**src/rtl/byte_serial_addsub_if.sv**
```systemverilog
// Request/response bundle for byte_serial_addsub: operand request on the
// in_* handshake, result and flags on the out_* handshake.
interface byte_serial_addsub_if;
  logic        in_valid;
  logic        in_ready;
  logic [31:0] data_operandA;
  logic [31:0] data_operandB;
  logic        op_sub;
  logic        out_valid;
  logic        out_ready;
  logic [31:0] result;
  logic        carry_out;
  logic        overflow;
  logic        busy;

  modport master (
    output in_valid, data_operandA, data_operandB, op_sub, out_ready,
    input  in_ready, out_valid, result, carry_out, overflow, busy
  );

  modport slave (
    input  in_valid, data_operandA, data_operandB, op_sub, out_ready,
    output in_ready, out_valid, result, carry_out, overflow, busy
  );
endinterface

```
**src/rtl/byte_serial_addsub.sv**
```systemverilog
// 32-bit add/subtract computed over four cycles on one 8-bit lookahead slice,
// LSB first. Subtract support compiled in only with BYTE_SERIAL_ADDSUB_SUB_EN.
module byte_serial_addsub (
  input  logic                  clock,
  input  logic                  reset,
  byte_serial_addsub_if.slave   bus,
  output logic [1:0]            state_dbg
);

  // Handshakes: a transfer happens on a rising edge where valid and ready are
  // both high. in_ready is high only in IDLE, out_valid only in DONE; the
  // result and flags are held unchanged while out_valid waits for out_ready.

  typedef enum logic [1:0] {
    IDLE = 2'd0,
    RUN  = 2'd1,
    DONE = 2'd2
  } state_t;

  state_t      state;
  logic [1:0]  idx;
  logic        c;
  logic [31:0] a_r;
  logic [31:0] b_r;
  logic [31:0] result_r;
  logic        carry_out_r;
  logic        overflow_r;
  logic        in_ready_r;
  logic        out_valid_r;
  logic        busy_r;

  logic [7:0]  slice_a;
  logic [7:0]  slice_b;
  logic [7:0]  slice_sum;
  logic [8:0]  slice_c;

  assign slice_a = a_r[8*idx +: 8];
  assign slice_b = b_r[8*idx +: 8];

  // Each carry is built straight from the byte's generate/propagate terms and
  // the incoming carry, so no carry chain runs bit to bit.
  always_comb begin
    logic [7:0] g;
    logic [7:0] p;
    logic       acc;
    logic       pp;
    g          = slice_a & slice_b;
    p          = slice_a ^ slice_b;
    slice_c    = '0;
    slice_c[0] = c;
    acc        = 1'b0;
    pp         = 1'b0;
    for (int i = 0; i < 8; i++) begin
      acc = g[i];
      pp  = p[i];
      for (int j = i - 1; j >= 0; j--) begin
        acc = acc | (pp & g[j]);
        pp  = pp & p[j];
      end
      slice_c[i+1] = acc | (pp & c);
    end
    slice_sum = p ^ slice_c[7:0];
  end

`ifdef BYTE_SERIAL_ADDSUB_SUB_EN
  logic [31:0] b_load;
  logic        c_load;
  assign b_load = bus.op_sub ? ~bus.data_operandB : bus.data_operandB;
  assign c_load = bus.op_sub;
`else
  logic [31:0] b_load;
  logic        c_load;
  logic        unused_op_sub;
  assign b_load        = bus.data_operandB;
  assign c_load        = 1'b0;
  assign unused_op_sub = bus.op_sub;
`endif

  always_ff @(posedge clock) begin
    if (reset) begin
      state       <= IDLE;
      idx         <= 2'd0;
      c           <= 1'b0;
      a_r         <= '0;
      b_r         <= '0;
      result_r    <= '0;
      carry_out_r <= 1'b0;
      overflow_r  <= 1'b0;
      in_ready_r  <= 1'b1;
      out_valid_r <= 1'b0;
      busy_r      <= 1'b0;
    end else begin
      case (state)
        IDLE: begin
          if (bus.in_valid) begin
            a_r        <= bus.data_operandA;
            b_r        <= b_load;
            c          <= c_load;
            idx        <= 2'd0;
            state      <= RUN;
            in_ready_r <= 1'b0;
            busy_r     <= 1'b1;
          end
        end
        RUN: begin
          result_r[8*idx +: 8] <= slice_sum;
          c                    <= slice_c[8];
          idx                  <= idx + 2'd1;
          if (idx == 2'd3) begin
            // b_r already holds the inverted operand for a subtract
            carry_out_r <= slice_c[8];
            overflow_r  <= (a_r[31] == b_r[31]) & (slice_sum[7] != a_r[31]);
            state       <= DONE;
            out_valid_r <= 1'b1;
          end
        end
        DONE: begin
          if (bus.out_ready) begin
            state       <= IDLE;
            out_valid_r <= 1'b0;
            busy_r      <= 1'b0;
            in_ready_r  <= 1'b1;
          end
        end
        default: begin
          state       <= IDLE;
          out_valid_r <= 1'b0;
          busy_r      <= 1'b0;
          in_ready_r  <= 1'b1;
        end
      endcase
    end
  end

  assign bus.in_ready  = in_ready_r;
  assign bus.out_valid = out_valid_r;
  assign bus.busy      = busy_r;
  assign bus.result    = result_r;
  assign bus.carry_out = carry_out_r;
  assign bus.overflow  = overflow_r;
  assign state_dbg     = state;

endmodule
```
**src/flat_wrapper.sv**
```systemverilog
// flat-port wrapper written by rule: the top's interface ports become plain ports
module byte_serial_addsub_flat 
  (clock, reset, state_dbg, bus_in_valid, bus_data_operandA, bus_data_operandB, bus_op_sub, bus_out_ready, bus_in_ready, bus_out_valid, bus_result, bus_carry_out, bus_overflow, bus_busy);
  byte_serial_addsub_if bus_i ();
  input  logic clock;
  input  logic reset;
  output logic [1:0] state_dbg;
  input wire logic [$bits(bus_i.in_valid)-1:0] bus_in_valid;
  input wire logic [$bits(bus_i.data_operandA)-1:0] bus_data_operandA;
  input wire logic [$bits(bus_i.data_operandB)-1:0] bus_data_operandB;
  input wire logic [$bits(bus_i.op_sub)-1:0] bus_op_sub;
  input wire logic [$bits(bus_i.out_ready)-1:0] bus_out_ready;
  output wire logic [$bits(bus_i.in_ready)-1:0] bus_in_ready;
  output wire logic [$bits(bus_i.out_valid)-1:0] bus_out_valid;
  output wire logic [$bits(bus_i.result)-1:0] bus_result;
  output wire logic [$bits(bus_i.carry_out)-1:0] bus_carry_out;
  output wire logic [$bits(bus_i.overflow)-1:0] bus_overflow;
  output wire logic [$bits(bus_i.busy)-1:0] bus_busy;
  assign bus_i.in_valid = bus_in_valid;
  assign bus_i.data_operandA = bus_data_operandA;
  assign bus_i.data_operandB = bus_data_operandB;
  assign bus_i.op_sub = bus_op_sub;
  assign bus_i.out_ready = bus_out_ready;
  assign bus_in_ready = bus_i.in_ready;
  assign bus_out_valid = bus_i.out_valid;
  assign bus_result = bus_i.result;
  assign bus_carry_out = bus_i.carry_out;
  assign bus_overflow = bus_i.overflow;
  assign bus_busy = bus_i.busy;
  byte_serial_addsub u_core (.clock(clock), .reset(reset), .bus(bus_i), .state_dbg(state_dbg));
endmodule
```
**config.mk**
```make
export PLATFORM = sky130hd
export DESIGN_NAME = byte_serial_addsub_flat
export DESIGN_NICKNAME = d
export VERILOG_FILES = /design/src/rtl/byte_serial_addsub_if.sv /design/src/rtl/byte_serial_addsub.sv /design/src/flat_wrapper.sv
export SDC_FILE = /design/constraint.sdc
export NUM_CORES = 1
export LEC_CHECK = 0
export BUFFER_PORTS_ARGS = -buffer_cell sky130_fd_sc_hd__buf_2
export CORE_ASPECT_RATIO = 1.5
export CORE_MARGIN = 3
export CORE_UTILIZATION = 50
export DETAILED_ROUTE_END_ITERATION = 6
export GPL_ROUTABILITY_DRIVEN = 0
export HOLD_SLACK_MARGIN = 0.02
export PLACE_DENSITY = 0.76
export SLEW_MARGIN = 25
export SYNTH_ARGS = -nofsm -noshare
export SYNTH_HDL_FRONTEND = slang
export SYNTH_SLANG_ARGS = --single-unit
```
**constraint.sdc**
```tcl
create_clock -name clock -period 5.98 [get_ports clock]
set_input_delay 0.598 -clock clock [delete_from_list [all_inputs] [get_ports clock]]
set_output_delay 0.598 -clock clock [all_outputs]
set_load 0.02 [all_outputs]
```
Word-level counts from Yosys, hierarchy flattened. Index checks and enable logic that the tools add are counted.

Add/subtract/negate cells: 2. Mux-type cells: 16. Divide/modulo/power cells: 0. Reduce and logical (&&, ||, !) cells: 8. Order comparisons: 0. Shift operators: 4. Bitwise operators: 106. Eq/ne operators: 8. $mul: 0.

Operators with widths (number): AND 1 bit (65); variable part select 32 x 6 -> 8 bit (2); bitwise OR 1 bit (36); negation 5 -> 34 bit (1); variable shift 8 x 34 -> 32 bit, first input constant (1); variable part select 8 x 34 -> 32 bit (1); bitwise mux 32 bit (1); bitwise XOR 8 bit (2); one-hot mux 1 bit (3 select lines) (3); AND reduction 3 bit (3); AND 8 bit (1); 2-to-1 mux 2 bit (4); one-hot mux 2 bit (3 select lines) (1); AND reduction 2 bit (3); 2-to-1 mux 1 bit (5); equality test 2 bit, second input constant (2); != test 2 bit, second input constant (2); one-hot mux 2 bit (2 select lines) (1); adder 2 x 1 -> 2 bit, second input constant (1); equality test 2 x 1 -> 1 bit, second input constant (1); zero test 2 bit (1); != test 2 x 1 -> 1 bit, second input constant (1); inverter 1 bit (2); one-hot mux 1 bit (2 select lines) (1); 3 further kinds (3).

Bits of input ports: 69. Output and inout bits: 39. Memory bits (read-only): 0. Memories: 0. RAM bits: 0. Logic and storage cells: 155. Latch bits: 0. Bits in registers: 106.

Depth between registers and ports, before layout. Gate-level depths: netlist (run 1).

Word-level depth: 13. Gate-level depth with buffers: 10. Mapped depth without buffers: 7.

Least setup slack after synthesis (run 1). Ideal clock, no wire load.

Path kind: register to register. Start: register u_core.idx[1]. End: register u_core.overflow_r (netlist: u_core.bus.overflow). Path slack: 2856 ps. Library setup time: 79 ps. Stages on the path, launching flop included: 10. Required time: 5901 ps. Arrival time: 3045 ps. Path buffers: 2. Cells stage by stage: dfxtp_1 clkbuf_1 buf_1 mux4_2 ha_1 o21a_1 a2111oi_4 nor4_1 or4b_1 o211ai_1.

Word-level cells in the longest chain between the ends: 13. Elaborated cells between the ends (all ways): 29. Those cells by class: 2 x eq/ne; 2 x shift; 24 x bitwise; 1 x reduce/logical.

RTL lines: start, declared (line byte_serial_addsub.sv:21) `logic [1:0] idx;`; start signal, assigned (line byte_serial_addsub.sv:108) `idx <= idx + 2'd1;`; variable part select 32 x 6 -> 8 bit (on tied branches) (line byte_serial_addsub.sv:37, byte_serial_addsub.sv:38); bitwise XOR 8 bit / AND 8 bit (equally long branches) (line byte_serial_addsub.sv:48, byte_serial_addsub.sv:47); AND 1 bit (on tied branches) (line byte_serial_addsub.sv:57, byte_serial_addsub.sv:58); bitwise OR 1 bit (tied with other cells) (5 in a row) (line byte_serial_addsub.sv:57) `acc = acc | (pp & g[j]);`; bitwise OR 1 bit / AND 1 bit (equally long branches) (line byte_serial_addsub.sv:57, byte_serial_addsub.sv:60); bitwise OR 1 bit (line byte_serial_addsub.sv:60) `slice_c[i+1] = acc | (pp & c);`; bitwise XOR 8 bit (line byte_serial_addsub.sv:62) `slice_sum = p ^ slice_c[7:0];`; != test 1 bit (line byte_serial_addsub.sv:112) `overflow_r <= (a_r[31] == b_r[31]) & (slice_sum[7] != a_r[31]);`; AND 1 bit (line byte_serial_addsub.sv:112); end signal, assigned (line byte_serial_addsub.sv:112); end, declared (line byte_serial_addsub.sv:27) `logic overflow_r;`.

Several ways; a longest one is shown, not always the timed one. A chain may end at the register's enable or synchronous reset.

Worst setup path in the final report (run 1).
Start: register u_core.idx[0]. End: register u_core.overflow_r (netlist: u_core.bus.overflow).

The elaborated chain is that of the path after synthesis.

==> impl_metrics.ini, run 1 <==
[run_status]
outcome = finished clean

[clocking]
cts_buffers = 9
cts_tree = built
path_clk_slew_ns = 0.07
post_cts_resized = 0
insertion_delay_ns = 0.34
cts_root_buf = clkbuf_16
clock_path_buffers = 2
htreeDepth = 3
cts_num_sinks = 106
postCtsHoldBufs = 0
post_cts_buffers = 0

[setup_path]
required_ns = 6.18
endpoint_kind = flop
slowest_delay_ns = 0.62
criticalPathCategory = flop to flop
cp.arrival_ns = 3.89
crit_chain = buf_4, mux4_2, ha_1, a211o_1, a2111oi_4, nor4_1, nor3_1, o211ai_1
cp-start-kind = flop
worst-path-max-fanout = 13
slowest_stage = dfxtp_1

[route]
drtPass1Iterations = 4
num_vias = 3962
vias_per_cell = 5.44
antenna_left = 0
wl_per_cell_um = 14.6
drc = 0
dr.first_iter.drc_count = 188
routed_wl_um = 10700

[floorplanning]
die_x_um = 84.3
io_pins = 108
rows = 42
die_h_um = 123
die_area_mm2 = 0.0104
start_util = 0.517
coreArea_mm2 = 0.00888

[synthesis]
synth_top_area_frac = 0.462
synth_area_leaders = dfxtp_1, nand2_1, a21oi_1
syn_inst = 528
synthArstFlopShare = 0
ys_types = 41
syn_area_mm2 = 0.00459
synth_edf_count = 0
ys_ff_latch = 106
synth_top_area_cell = dfxtp_1
yosysWarningCount = 0
ys_seq_area_frac = 0.462
synth_ff_type = dfxtp_1
syn_nets = 613
syn_area_per_cell_um2 = 8.70

[sta]
rsz0062_at_grt = no
holdWs_ns = 0.454
tns_ns = 0
period_share = 0.618
fmax_mhz = 271
layout_min_cycle_time_ns = 3.69
finalMaxSlewViolations = 0
slew_headroom = 0.309
finalHoldViolations = 0
setup_viol = 0
tightest_slew_ns = 1.04
clock_skew_ns = 0.00733

[power]
p_leak_nw = 2.25
ir_worst_vdd_uv = 196
power_per_cell_area_mw_per_mm2 = 273

[layout]
drive_above_1_share = 0.236
diodes = 0
fin_util = 0.612
nNetsFinal = 699
num-fill-cells = 798
area_delta_synth_final_pct = 18.3

[placed_design]
hpwl_um = 7590
io_buffers = 106

[global_routing]
overflow = 0
antenna_found_initial = 0
grt_pass1_vias = 3823
grt_pass1_wl_um = 17300
grt_max_degree = 105
track_usage = 0.206

[job]
drv_cap = 0

[worst_hold_path]
hp-class = flop to flop
[power breakdown]
part           total, W  internal [W]  switching [W]
Clock          0.000543      0.000284       0.000259
Sequential     0.000754      0.000736      0.0000178
Combinational  0.000187     0.0000718       0.000115
[registers in the layout, summed over array words and instances, names as in the netlist]
name	count
u_core.state_dbg	2
u_core.b_r	32
u_core.bus.busy	1
u_core.bus.out_valid	1
u_core.a_r	32
u_core.bus.carry_out	1
u_core.bus.overflow	1
u_core.bus.in_ready	1
u_core.bus.result	32
u_core.idx	2
u_core.c	1
[placed cells by master, fill, tap and decap left out, types with 2 or more instances in the layout]
master / count
a211oi_1: 2
a21o_1: 2
a21o_2: 2
a21oi_1: 77
a22oi_1: 14
a32oi_1: 4
buf_2: 106
buf_4: 3
clkbuf_16: 9
clkinvlp_4: 3
dfxtp_1: 106
ha_1: 15
inv_1: 6
inv_6: 3
mux4_2: 16
nand2_1: 139
nand2b_1: 2
nand3_1: 18
nand3b_1: 2
nand4_1: 6
nor2_1: 30
nor2b_1: 2
nor3_1: 6
nor4_1: 2
o21a_1: 4
o21ai_0: 3
o31ai_1: 13
or3_1: 6
xor2_1: 3
[worst max-delay path: cells and delay by family (launching register included)]
| kind | cells | cell delay [ns] |
|---|---|---|
| flops | 1 | 0.62 |
| compound gates | 3 | 0.94 |
| simple gates | 2 | 0.68 |
| mux | 1 | 0.59 |
| buf+inv | 1 | 0.37 |
| fa+ha+maj | 1 | 0.33 |
[per-stage QoR]
step / std cells / worst slack (ns) / total power, W / cell area [um^2]
finish: 728 / 2.29 / 0.00148 / 5440
global route: 728 / 2.08 / 0.00154 / 5440
CTS: 728 / 2.30 / 0.00150 / 5430
detailed placement: 713 / 2.32 / 0.000956 / 5150
global placement: 713 / 2.41 / 0.000949 / 5150
floorplan: 528 / 2.86 / 0.000896 / 4590
[layout make-up]
class	count	area [um^2]	area share
inverter	6	22.5	0.00414
sequential	106	2120	0.390
multi-input combinational	382	2330	0.428
timing repair buffer	109	553	0.102
clock inverter	6	48.8	0.00898
tap	110	138	0.0253
clock buffer	9	225	0.0414
[worst paths after layout]
kind                       start             endpoint  slack, ns  cells past startpoint
setup / recovery   u_core.idx[0]  u_core.bus.overflow       2.29                      8
hold / removal    u_core.b_r[11]       u_core.b_r[11]       0.45                      2
setup reg to reg   u_core.idx[0]  u_core.bus.overflow       2.29                      8
hold reg to reg   u_core.b_r[11]       u_core.b_r[11]       0.45                      2
[cells by family after synthesis]
family                     Yosys count  share of synthesized area
AOI/OAI and AO/OA                  128                      0.173
adders and majority gates           16                     0.0452
muxes                               16                     0.0784
buffers and inverters               40                     0.0340
and+or+nand+nor                    218                      0.200
DFF                                106                      0.462
xor gates and xnor gates             4                    0.00763
[synthesized netlist by cell type, types with 2 or more instances]
library cell,n
o21ai_0,3
buf_1,4
xor2_1,3
a21o_1,2
or3_1,6
mux4_2,16
a211oi_1,2
nand2b_1,2
nand3b_1,2
nor3_1,6
nand2_1,140
clkbuf_1,27
a21o_2,2
nor2_1,30
a22oi_1,14
buf_2,2
ha_1,15
inv_1,6
o21a_1,4
o31ai_1,13
nor4_1,2
dfxtp_1,106
a21oi_1,77
nand4_1,6
a32oi_1,4
nand3_1,18
nor2b_1,2
[routing by layer]
metal | vias to the layer above | track usage | part of all wire
li1 | 2016 | - | -
met3 | 11 | 0.0333 | 0.058
met1 | 1815 | 0.244 | 0.41
met4 | 0 | 0.0956 | 0.012
met5 | - | 0 | 0
met2 | 120 | 0.364 | 0.52
Power figures use the tool's default switching activity.
==> inputs of run 2 (changes only) <==
--- a/config.mk
+++ b/config.mk
@@ -5,6 +5,7 @@
 export SDC_FILE = /design/constraint.sdc
 export NUM_CORES = 1
 export LEC_CHECK = 0
+export ABC_AREA = 1
 export BUFFER_PORTS_ARGS = -buffer_cell sky130_fd_sc_hd__buf_2
 export CORE_ASPECT_RATIO = 1.5
 export CORE_MARGIN = 3
@@ -12,7 +13,7 @@
 export DETAILED_ROUTE_END_ITERATION = 6
 export GPL_ROUTABILITY_DRIVEN = 0
 export HOLD_SLACK_MARGIN = 0.02
-export PLACE_DENSITY = 0.76
+export PLACE_DENSITY = 0.75
 export SLEW_MARGIN = 25
 export SYNTH_ARGS = -nofsm -noshare
 export SYNTH_HDL_FRONTEND = slang
==> constraint.sdc (replaced) <==
create_clock -name clock -period 3.8 [get_ports clock]
set_input_delay 0.38 -clock clock [delete_from_list [all_inputs] [get_ports clock]]
set_output_delay 0.38 -clock clock [all_outputs]
set_load 0.02 [all_outputs]
==> impl_metrics.ini, run 2 <==
[floorplanning]
io_pins = 108
die_area_mm2 = 0.0112
die_h_um = 128
coreArea_mm2 = 0.00969
die_x_um = 87.6
start_util = 0.515
rows = 44

[power]
ir_worst_vdd_uv = 336
p_leak_nw = 2.60
power_per_cell_area_mw_per_mm2 = 479
p_int_w = 0.00192
swShare = 0.312
seqPwrFrac = 0.437
pwr-share-comb = 0.221
p_sw_w = 0.000872
pwr-share-clk = 0.343

[setup_path]
cp.arrival_ns = 3.19
r2r_cells = 14
criticalPathCategory = flop to flop
endpoint_kind = flop
regToRegEndpoint = u_core.bus.result[13]
r2r_slack_ns = 0.89
r2r-start = u_core.idx[0]
worst-path-max-fanout = 19
cp-start-kind = flop
required_ns = 4.08

[route]
routed_wl_um = 11900
drtPass1Iterations = 5
dr.first_iter.drc_count = 169
wl_per_cell_um = 13.2
num_vias = 4795
antenna_left = 0
drc = 0
vias_per_cell = 5.35

[synthesis]
ys_ff_latch = 106
synth_ff_type = dfxtp_1
yosysWarningCount = 0
syn_nets = 776
syn_area_per_cell_um2 = 7.23
yosys.cell_count.top_type = nor2_1
synth_top_area_cell = dfxtp_1
synth_commonest_cells = nor2_1, dfxtp_1, nand2_1
synthArstFlopShare = 0
synth_edf_count = 0
synth_top_area_frac = 0.425
ys_types = 40
ys_seq_area_frac = 0.425
synth_area_leaders = dfxtp_1, nor2_1, o21ai_0
syn_area_mm2 = 0.00499
syn_inst = 691

[sta]
tns_ns = 0
layout_min_cycle_time_ns = 2.91
tightest_slew_ns = 0.753
fmax_mhz = 344
rsz0062_at_grt = no
clock_skew_ns = 0.00923
slew_headroom = 0.498
finalHoldViolations = 0
period_share = 0.766
finalMaxSlewViolations = 0
setup_viol = 0

[global_routing]
grt_pass1_vias = 4300
track_usage = 0.214
antenna_found_initial = 0
grt_pass1_wl_um = 19300
grt_max_degree = 68
overflow = 0

[worst_hold_path]
hold_start = bus_data_operandA[8]
holdPathEnd = u_core.a_r[8]
hp-class = primary input to flop
whs_path_depth = 3

[placed_design]
dp_cells = 880
io_buffers = 106
hpwl_um = 8710
placed_cell_area_mm2 = 0.00553

[clocking]
post_cts_resized = 0
clock_path_buffers = 2
path_clk_slew_ns = 0.07
postCtsHoldBufs = 0
cts_buffers = 9
cts_root_buf = clkbuf_16
cts_num_sinks = 106
cts_tree = built
insertion_delay_ns = 0.35
post_cts_buffers = 0
htreeDepth = 3

[layout]
final_cell_mix = nor2_1, buf_2, dfxtp_1
drive_above_1_share = 0.213
diodes = 0
nNetsFinal = 861
area_delta_synth_final_pct = 17.0
design_area_mm2 = 0.00584
stdcell_count = 896
final_common_cell = nor2_1

[run_status]
outcome = finished clean

[job]
drv_cap = 0
-- run 2: cell types whose count changed after synthesis, moves of 11 or more --
cell,before,now
a22oi_1,14,2
inv_1,6,28
nor2_1,30,174
mux4_2,16,0
a21oi_1,77,37
o21ai_0,3,85
o22ai_1,1,14
nand2_1,140,91
nand3_1,18,29
o31ai_1,13,0
-- run 2: power by group through the flow --
stage | Combinational [W] | Sequential, W | Clock, W
after floorplan | 0.000463 | 0.00125 | 0
after CTS | 0.000619 | 0.00122 | 0.000977
after global routing | 0.000695 | 0.00123 | 0.00102
after global placement | 0.000601 | 0.00124 | 0
after detailed placement | 0.000616 | 0.00125 | 0
final | 0.000617 | 0.00122 | 0.000958
-- run 2: kinds of logic after synthesis --
group	share of synthesized area
buffers and inverters	0.0634
AND/OR/NAND/NOR	0.290
AO/OA/AOI/OAI	0.175
XOR/XNOR	0.00501
flip-flops	0.425
adder cells (fa/ha/maj)	0.0416
-- run 2: worst max-delay path, cell delays in order, from the launching register on --
cell and delay [ns]:
dfxtp_1 0.31, inv_1 0.34, buf_4 0.31, nand2_1 0.08, a32oi_1 0.33, ha_1 0.35, nand3_1 0.15, nand3_2 0.09
a21boi_0 0.24, nand2_1 0.08, nand2_1 0.09, nand3_1 0.12, nor2_2 0.16, nand2_1 0.08, a21oi_2 0.11
-- run 2: final cells by class --
| type | count | area (um^2) |
|---|---|---|
| clock buffer | 10 | 239 |
| clock inverter | 6 | 72.6 |
| fill | 923 | 3850 |
| inverter | 33 | 124 |
| multi-input combinational | 513 | 2560 |
| sequential | 106 | 2120 |
| tap | 115 | 144 |
| timing repair buffer | 113 | 583 |
-- run 2: worst max-delay path by stage --
stage | end | from | slack, ns
finish | u_core.bus.result[13] | u_core.idx[0] | 0.89
global route | u_core.bus.result[29] | u_core.idx[0] | 0.56
CTS | u_core.bus.result[29] | u_core.idx[1] | 0.89
detailed placement | u_core.bus.result[29] | u_core.idx[1] | 0.92
global placement | u_core.bus.result[29] | u_core.idx[1] | 0.95
floorplan | u_core.bus.result[29] | u_core.idx[0] | 1.36
-- run 2: metal layers --
metal / vias to the layer above / GRT usage / share of wire
li1: 2447 / - / -
met2: 129 / 0.380 / 0.51
met1: 2199 / 0.255 / 0.42
met3: 20 / 0.0327 / 0.049
met5: - / 0 / 0
met4: 0 / 0.0831 / 0.021
-- run 2: per-stage QoR --
stage	hold WS [ns]	total power [W]	util	setup slack, ns
3_5_place_dp	0.453	0.00186	0.571	0.915
2_1_floorplan	0.449	0.00171	-	1.36
3_3_place_gp	0.450	0.00184	0.571	0.948
5_1_grt	0.282	0.00294	0.603	0.557
4_1_cts	0.261	0.00282	0.603	0.888
6_report	0.268	0.00280	0.603	0.890
==> inputs of run 3 (changes only) <==
--- a/config.mk
+++ b/config.mk
@@ -9,11 +9,11 @@
 export BUFFER_PORTS_ARGS = -buffer_cell sky130_fd_sc_hd__buf_2
 export CORE_ASPECT_RATIO = 1.5
 export CORE_MARGIN = 3
-export CORE_UTILIZATION = 50
+export CORE_UTILIZATION = 49
 export DETAILED_ROUTE_END_ITERATION = 6
 export GPL_ROUTABILITY_DRIVEN = 0
 export HOLD_SLACK_MARGIN = 0.02
-export PLACE_DENSITY = 0.75
+export PLACE_DENSITY = 0.77
 export SLEW_MARGIN = 25
 export SYNTH_ARGS = -nofsm -noshare
 export SYNTH_HDL_FRONTEND = slang
==> constraint.sdc (replaced) <==
create_clock -name clock -period 2.5 [get_ports clock]
set_input_delay 0.25 -clock clock [delete_from_list [all_inputs] [get_ports clock]]
set_output_delay 0.25 -clock clock [all_outputs]
set_load 0.02 [all_outputs]
==> impl_metrics.ini, run 3 (synthesis results as in run 2) <==
[run_status]
outcome = finished clean

[clocking]
cts_root_buf = clkbuf_16
cts_num_sinks = 106
postCtsHoldBufs = 0
htreeDepth = 3
cts_tree = built
insertion_delay_ns = 0.35
path_clk_slew_ns = 0.07
clock_path_buffers = 2
cts_buffers = 9

[layout]
nNetsFinal = 885
final_common_cell = nor2_1
drive_above_1_share = 0.257
fin_util = 0.629
num-fill-cells = 884
final_cell_mix = nor2_1, buf_2, dfxtp_1
stdcell_count = 920
diodes = 0
design_area_mm2 = 0.00617
area_delta_synth_final_pct = 23.5

[sta]
layout_min_cycle_time_ns = 2.35
holdWs_ns = 0.139
finalMaxSlewViolations = 0
setup_viol = 0
tns_ns = 0
tightest_slew_ns = 0.626
clock_skew_ns = 0.0106
slew_headroom = 0.583
finalHoldViolations = 0
fmax_mhz = 425
period_share = 0.940

[setup_path]
endpoint_kind = flop
required_ns = 2.72
regToRegEndpoint = u_core.bus.overflow
cp-start-kind = flop
r2r_slack_ns = 0.15
worst-path-max-fanout = 21
critPathLaunch = u_core.idx[0]
criticalPathCategory = flop to flop
r2r-start = u_core.idx[0]
cp.arrival_ns = 2.57
r2r_cells = 15

[floorplanning]
die_h_um = 130
start_util = 0.510
io_pins = 108
die_x_um = 88.4
rows = 44
die_area_mm2 = 0.0115
coreArea_mm2 = 0.00980

[placed_design]
hpwl_um = 9010
placed_cell_area_mm2 = 0.00573
io_buffers = 106
dp_cells = 902

[job]
drv_cap = 0

[route]
drc = 0
antenna_left = 0
wl_per_cell_um = 13.7
drtPass1Iterations = 5
routed_wl_um = 12600
dr.first_iter.drc_count = 190
num_vias = 4895
vias_per_cell = 5.32

[worst_hold_path]
hold_start = bus_data_operandA[8]
holdPathEnd = u_core.a_r[8]
hp-class = primary input to flop
whs_path_depth = 3

[power]
power_per_cell_area_mw_per_mm2 = 721
ir_worst_vdd_uv = 420
p_leak_nw = 2.73

[global_routing]
grt_pass1_wl_um = 20000
antenna_found_initial = 0
grt_max_degree = 68
grt_pass1_vias = 4434
overflow = 0
track_usage = 0.217
-- run 3: changes by cell type in the layout (fill, tap and decap cells not counted), sizes merged --
| cell | previous run | this run |
|---|---|---|
| buf | 113 | 136 |
| clkinvlp | 2 | 0 |
| clkinv | 2 | 5 |
| clkbuf | 10 | 11 |
| inv | 34 | 33 |
-- run 3: timing repair --
item                       in CTS  in global routing
gates resized for setup         1                 28
setup buffers                   0                  1
pin swaps                       0                  7
gates cloned                    0                  1
setup endpoints to repair       2                 28
-- run 3: worst max-delay path by stage --
stage	slack, ns	depth (start not counted)	to
final	0.15	15	u_core.bus.overflow
after global routing	-0.04	14	u_core.bus.result[29]
after CTS	0.007	14	u_core.bus.result[29]
after detailed placement	-0.008	15	u_core.bus.result[29]
after global placement	0.03	15	u_core.bus.result[29]
after floorplan	0.06	16	u_core.bus.result[29]
-- run 3: power breakdown --
| group | switching [W] | internal [W] |
|---|---|---|
| clock | 0.000638 | 0.000789 |
| sequential | 0.0000632 | 0.00180 |
| combinational | 0.000692 | 0.000465 |
-- run 3: cell type report --
class	instances	area, um^2	share of cell area
multi-input combinational	513	2650	0.430
sequential	106	2130	0.345
timing repair buffer	137	818	0.133
clock buffer	10	229	0.0371
tap	115	144	0.0233
inverter	33	126	0.0205
clock inverter	6	72.6	0.0118
-- run 3: metrics by stage --
stage               setup slack, ns  power (W)
floorplan                    0.0591    0.00260
global placement             0.0329    0.00292
detailed placement         -0.00775    0.00296
CTS                         0.00745    0.00437
global route                -0.0396    0.00466
finish                        0.150    0.00444
-- run 3: critical path: stages (launching register included) --
cell and delay, ns:
dfxtp_4 0.38, inv_4 0.09, buf_12 0.15, nor2_1 0.05
o22ai_1 0.24, ha_2 0.38, nand2_2 0.11, nor2_1 0.05
nor2_1 0.13, nand2_1 0.08, nor2_1 0.11, nand3_2 0.11
nand2_2 0.13, nand2_1 0.07, nand3_1 0.07, a21oi_1 0.06
-- run 3: metal layers --
layer  routed length [um]  GRT usage
met1                 5280      0.260
met2                 6410      0.380
met3                  545     0.0344
met4                  329     0.0881
met5                    0          0
